===== config.mk =====
export PLATFORM = sky130hd
export DESIGN_NAME = ex_mem_reg
export DESIGN_NICKNAME = d
export VERILOG_FILES = /design/src/rtl/ex_mem_reg.sv
export SDC_FILE = /design/constraint.sdc
export NUM_CORES = 1
export LEC_CHECK = 0
export ABC_AREA = 0
export CORE_AREA = 2 2 123 125
export DETAILED_ROUTE_END_ITERATION = 6
export DIE_AREA = 0 0 125 127
export GPL_TIMING_DRIVEN = 1
export PLACE_DENSITY = 0.75
export SYNTH_ARGS = -nofsm -noshare
export SYNTH_HDL_FRONTEND = slang
export SYNTH_SLANG_ARGS = --single-unit

===== constraint.sdc =====
create_clock -name clk -period 1.3 [get_ports clk]
set_input_delay 0.13 -clock clk [delete_from_list [all_inputs] [get_ports clk]]
set_output_delay 0.13 -clock clk [all_outputs]
set_load 0.01 [all_outputs]

===== src/rtl/ex_mem_reg.sv =====
`default_nettype none
// ============================================================================
// Module   : ex_mem_reg
// Brief    : EX/MEM pipeline register with multiply/divide stall control.
// Revision : 1.0
// ============================================================================
module ex_mem_reg #(
    parameter int XLEN = 32
) (
    input  logic            clk,
    input  logic            rst_n,
    input  logic            ex_valid,
    input  logic            ex_md,
    input  logic            ex_branch,
    input  logic [4:0]      ex_rd,
    input  logic            ex_regwrite,
    input  logic            ex_memread,
    input  logic            ex_memwrite,
    input  logic [XLEN-1:0] ex_store_data,
    input  logic [XLEN-1:0] ex_br_target,
    input  logic [XLEN-1:0] alu_result,
    input  logic            alu_is_zero,
    input  logic            alu_ready,
    input  logic            mem_stall,
    output logic            stall_ex,
    output logic            mem_valid,
    output logic [XLEN-1:0] mem_alu_result,
    output logic [XLEN-1:0] mem_store_data,
    output logic [XLEN-1:0] mem_br_target,
    output logic [4:0]      mem_rd,
    output logic            mem_regwrite,
    output logic            mem_memread,
    output logic            mem_memwrite,
    output logic            mem_br_taken,
    output logic            md_busy
);

    typedef enum logic [1:0] {
        RUN     = 2'd0,
        MD_BUSY = 2'd1,
        MD_HELD = 2'd2
    } state_t;

    state_t            r_state;
    state_t            w_state_nxt;
    logic              r_orphan;
    logic [XLEN-1:0]   r_held;
    logic              w_accept;
    logic              w_md_wait;

    // A ready pulse while orphan is set belongs to the redundant restart.
    assign w_accept  = ex_valid & ex_md & alu_ready & ~r_orphan;
    assign w_md_wait = ex_valid & ex_md & (r_state != MD_HELD) & ~w_accept;
    assign stall_ex  = mem_stall | w_md_wait;
    assign md_busy   = (r_state != RUN) | r_orphan;

    always_comb begin
        w_state_nxt = r_state;
        case (r_state)
            RUN:     if (w_md_wait) w_state_nxt = MD_BUSY;
            MD_BUSY: if (w_accept)  w_state_nxt = mem_stall ? MD_HELD : RUN;
            MD_HELD: if (!mem_stall) w_state_nxt = RUN;
            default: w_state_nxt = RUN;
        endcase
    end

    always_ff @(posedge clk) begin
        if (!rst_n) begin
            r_state        <= RUN;
            r_orphan       <= 1'b0;
            r_held         <= '0;
            mem_valid      <= 1'b0;
            mem_alu_result <= '0;
            mem_store_data <= '0;
            mem_br_target  <= '0;
            mem_rd         <= '0;
            mem_regwrite   <= 1'b0;
            mem_memread    <= 1'b0;
            mem_memwrite   <= 1'b0;
            mem_br_taken   <= 1'b0;
        end else begin
            r_state <= w_state_nxt;

            if (r_state == MD_BUSY && w_accept && mem_stall)
                r_held <= alu_result;

            if (r_state == MD_HELD && !mem_stall)
                r_orphan <= 1'b1;
            else if (alu_ready)
                r_orphan <= 1'b0;

            if (!mem_stall) begin
                mem_rd         <= ex_rd;
                mem_regwrite   <= ex_regwrite;
                mem_memread    <= ex_memread;
                mem_memwrite   <= ex_memwrite;
                mem_store_data <= ex_store_data;
                mem_br_target  <= ex_br_target;
                if (r_state == MD_HELD) begin
                    mem_alu_result <= r_held;
                    mem_valid      <= 1'b1;
                    mem_br_taken   <= 1'b0;
                end else if (w_md_wait) begin
                    mem_alu_result <= alu_result;
                    mem_valid      <= 1'b0;
                    mem_br_taken   <= 1'b0;
                end else begin
                    mem_alu_result <= alu_result;
                    mem_valid      <= ex_valid;
                    mem_br_taken   <= ex_valid & ex_branch & alu_is_zero;
                end
            end
        end
    end

endmodule
`default_nettype wire


==> results.txt <==
Top cell type's share of synthesized area -> 0.511
Final Skew -> 4.40 ps
Worst-path clk slew -> 60 ps
Sequential area share after synthesis -> 0.511
Area Growth Syn to Fin -> 58.7%
CP max FO -> 8
Clock buffer depth -> 2
CP max stage delay -> 360 ps
Synth warn -> 0
Commonest non-fill, non-tap cell in the layout -> dfxtp_1
I/O Buffers -> 219
Initial antenna violation count -> 0
Via density -> 4.81
WL final -> 15800 um
Non-Filler Instances -> 1001
Io pins -> 220
Setup slack after layout -> -103 ps
Power, Total -> 0.0110 W
Width of the die -> 125 um
Max cap viols -> 0
CP max stage cell -> dfxtp_2
Post-Synthesis Cell Area -> 5530 um^2
DRC -> 0
Setup violators final -> 39
Post-synth top area cell -> dfxtp_1
Ant diodes -> 0
Period utilization -> 1.08
CTS root buf -> clkbuf_16
Reg2Reg Depth -> 5
Initial Utilization -> 0.383
FP Rows -> 44
RSZ-0062 raised after global routing -> true
Top Family by Delay on Critical Path -> simple AND/OR/NAND/NOR gates
Routed length per instance -> 15.7 um
WP data arrival -> 1730 ps
Total track usage -> 0.194
Worst slack, placed -> -405 ps
Pin count of the biggest net entering global routing -> 55
Placed insts -> 959
Syn_area_per_cell -> 9.53 um^2
Worst EP required -> 1630 ps
Leak pwr -> 3.98 nW
CTS HTree Levels -> 4
Status -> finished with violations
Hold Worst Slack -> 87.2 ps
Post-synthesis cell count -> 580
Peak supply drop -> 0.000919 V
Net count reported at finish -> 917
Global-route wire length before repair -> 24700 um
#FFs+latches synth -> 141
Failing checks -> negative setup slack
Buffers plus inverters on the worst setup path -> 2
GR Layer Usage met3 -> 0.0586
Tightest Pin Transition -> 393 ps
CTS Buf Count -> 17
Distinct cell type count of the synthesized netlist -> 26
Iter 0 DRT Violations -> 217
Top post-synthesis cells by area -> dfxtp_1 51%, mux2i_1 19%, nand2_1 8.9%, nor2b_1 8.3%, a31oi_1 3.7%
CP Cell Sequence -> nand4_1 > nor4_4 > buf_6 > buf_12 > mux2i_1
TritonRoute pass-1 iters -> 4
Crit path depth -> 5
GR peak layer -> met2
Die Footprint -> 15900 um^2
Maximum clock rate -> 713 MHz
Hold Path Depth -> 2
Worst setup SP type -> flip-flop
Min cycle time layout -> 1400 ps
Register-to-register setup slack -> -100 ps
CTS sink count -> 141
Flop pwr share -> 0.421
Crit path capture type -> flip-flop
Vias -> 4818
Max Slew Vio Count -> 0
Met2 usage -> 0.340
Headroom to the max-slew limit -> 0.735
Pint -> 0.00855 W
Final core utilization -> 0.608
Post-DRT Antenna Nets -> 0
Final hold vios -> 0
Post-DP HPWL -> 10200 um
GP Congestion -> 0.800
CTS tree -> done
Grt total ovfl -> 0
Post-synthesis net count -> 692
Combinational share of power -> 0.124
Switch share -> 0.224
Share of layout cells above drive strength 1 -> 0.105
Core area -> 14400 um^2
Clock power frac -> 0.454
Die Y -> 127 um
Crit Path Class -> flip-flop to flip-flop
Worst hold path type -> input port to flip-flop
FILL cells -> 1209
Clock Latency Late Sink -> 410 ps
Vias in the first global route -> 4798
GR Layer Usage met1 -> 0.228
Power per cell area -> 1260 nW/um^2
Sw Pwr -> 0.00246 W
Most frequent cells in the layout -> 138 x dfxtp_1, 123 x nand2_1, 109 x clkdlybuf4s50_1
path summary, 6_finish.rpt:
kind,start,end
hold / removal,rst_n,mem_valid$_SDFFE_PN0N_
setup reg to reg,r_state[0]$_SDFFE_PN0P_,r_held[18]$_SDFFE_PN0P_
hold reg to reg,r_held[1]$_SDFFE_PN0P_,r_held[1]$_SDFFE_PN0P_
setup / recovery,r_state[0]$_SDFFE_PN0P_,r_held[18]$_SDFFE_PN0P_
cell families after synthesis:
logic type,count (synthesis),share of synthesized area
simple gates,215,0.187
mux,104,0.188
compound gates,71,0.0742
flops,141,0.511
buf+inv,49,0.0396
sequential cells by signal, indices dropped and copies added (netlist names):
signal / flops
mem_br_target: 32
r_held: 32
mem_alu_result: 32
mem_store_data: 32
mem_memwrite: 1
mem_rd: 5
r_orphan: 1
mem_regwrite: 1
mem_valid: 1
mem_memread: 1
r_state: 2
mem_br_taken: 1
power by group through the flow:
stage	Clock, W	Combinational (W)	Sequential [W]
4_1_cts	0.00513	0.00136	0.00464
2_1_floorplan	0	0.000493	0.00482
3_3_place_gp	0	0.00146	0.00473
5_1_grt	0.00533	0.00148	0.00467
6_report	0.00500	0.00137	0.00464
3_5_place_dp	0	0.00148	0.00474
Yosys cell counts, drive strengths merged:
library cell and number:
nand4 1, a21oi 1, a32o 1, o31ai 1, inv 3, clkbuf 32
nor4b 2, mux2i 104, nor2 1, or3 1, buf 14, nand2b 3
o22ai 1, and3 1, o311a 1, nor2b 73, o21ai 33, nand2 131
and2 1, dfxtp 141, nor4 1, a31oi 33
what timing repair did:
| item | in CTS | in global routing |
|---|---|---|
| hold endpoints to repair | 0 | 0 |
| gates resized for setup | 124 | 28 |
| setup endpoints to repair | 159 | 44 |
| pin swaps | 1 | 21 |
| setup buffers | 4 | 3 |
| gates cloned | 3 | 3 |
| hold buffers | 0 | 0 |
layer usage:
| metal | share of wire | wire length, um | vias to the layer above |
|---|---|---|---|
| li1 | - | - | 2399 |
| met1 | 0.43 | 6830 | 2222 |
| met2 | 0.49 | 7710 | 184 |
| met3 | 0.064 | 1010 | 13 |
| met4 | 0.013 | 199 | 0 |
| met5 | 0 | 0 | - |
final cells by class:
| class | instances | area [um^2] | share of cell area |
|---|---|---|---|
| clock buffers | 20 | 447 | 0.0509 |
| inverters | 3 | 11.3 | 0.00128 |
| multi-input cells | 390 | 2610 | 0.298 |
| flip-flops and latches | 141 | 2830 | 0.322 |
| well taps | 184 | 230 | 0.0262 |
| repair buffers | 252 | 2480 | 0.282 |
| clock inverters | 11 | 168 | 0.0191 |
stage by stage:
step / instance area, um^2 / TNS, ps
floorplan: 5540 / -728
global placement: 7980 / -11260
detailed placement: 7980 / -12710
CTS: 8600 / -2200
global route: 8770 / -5530
finish: 8770 / -1260
Note: power is estimated with default switching activity, not from simulation.
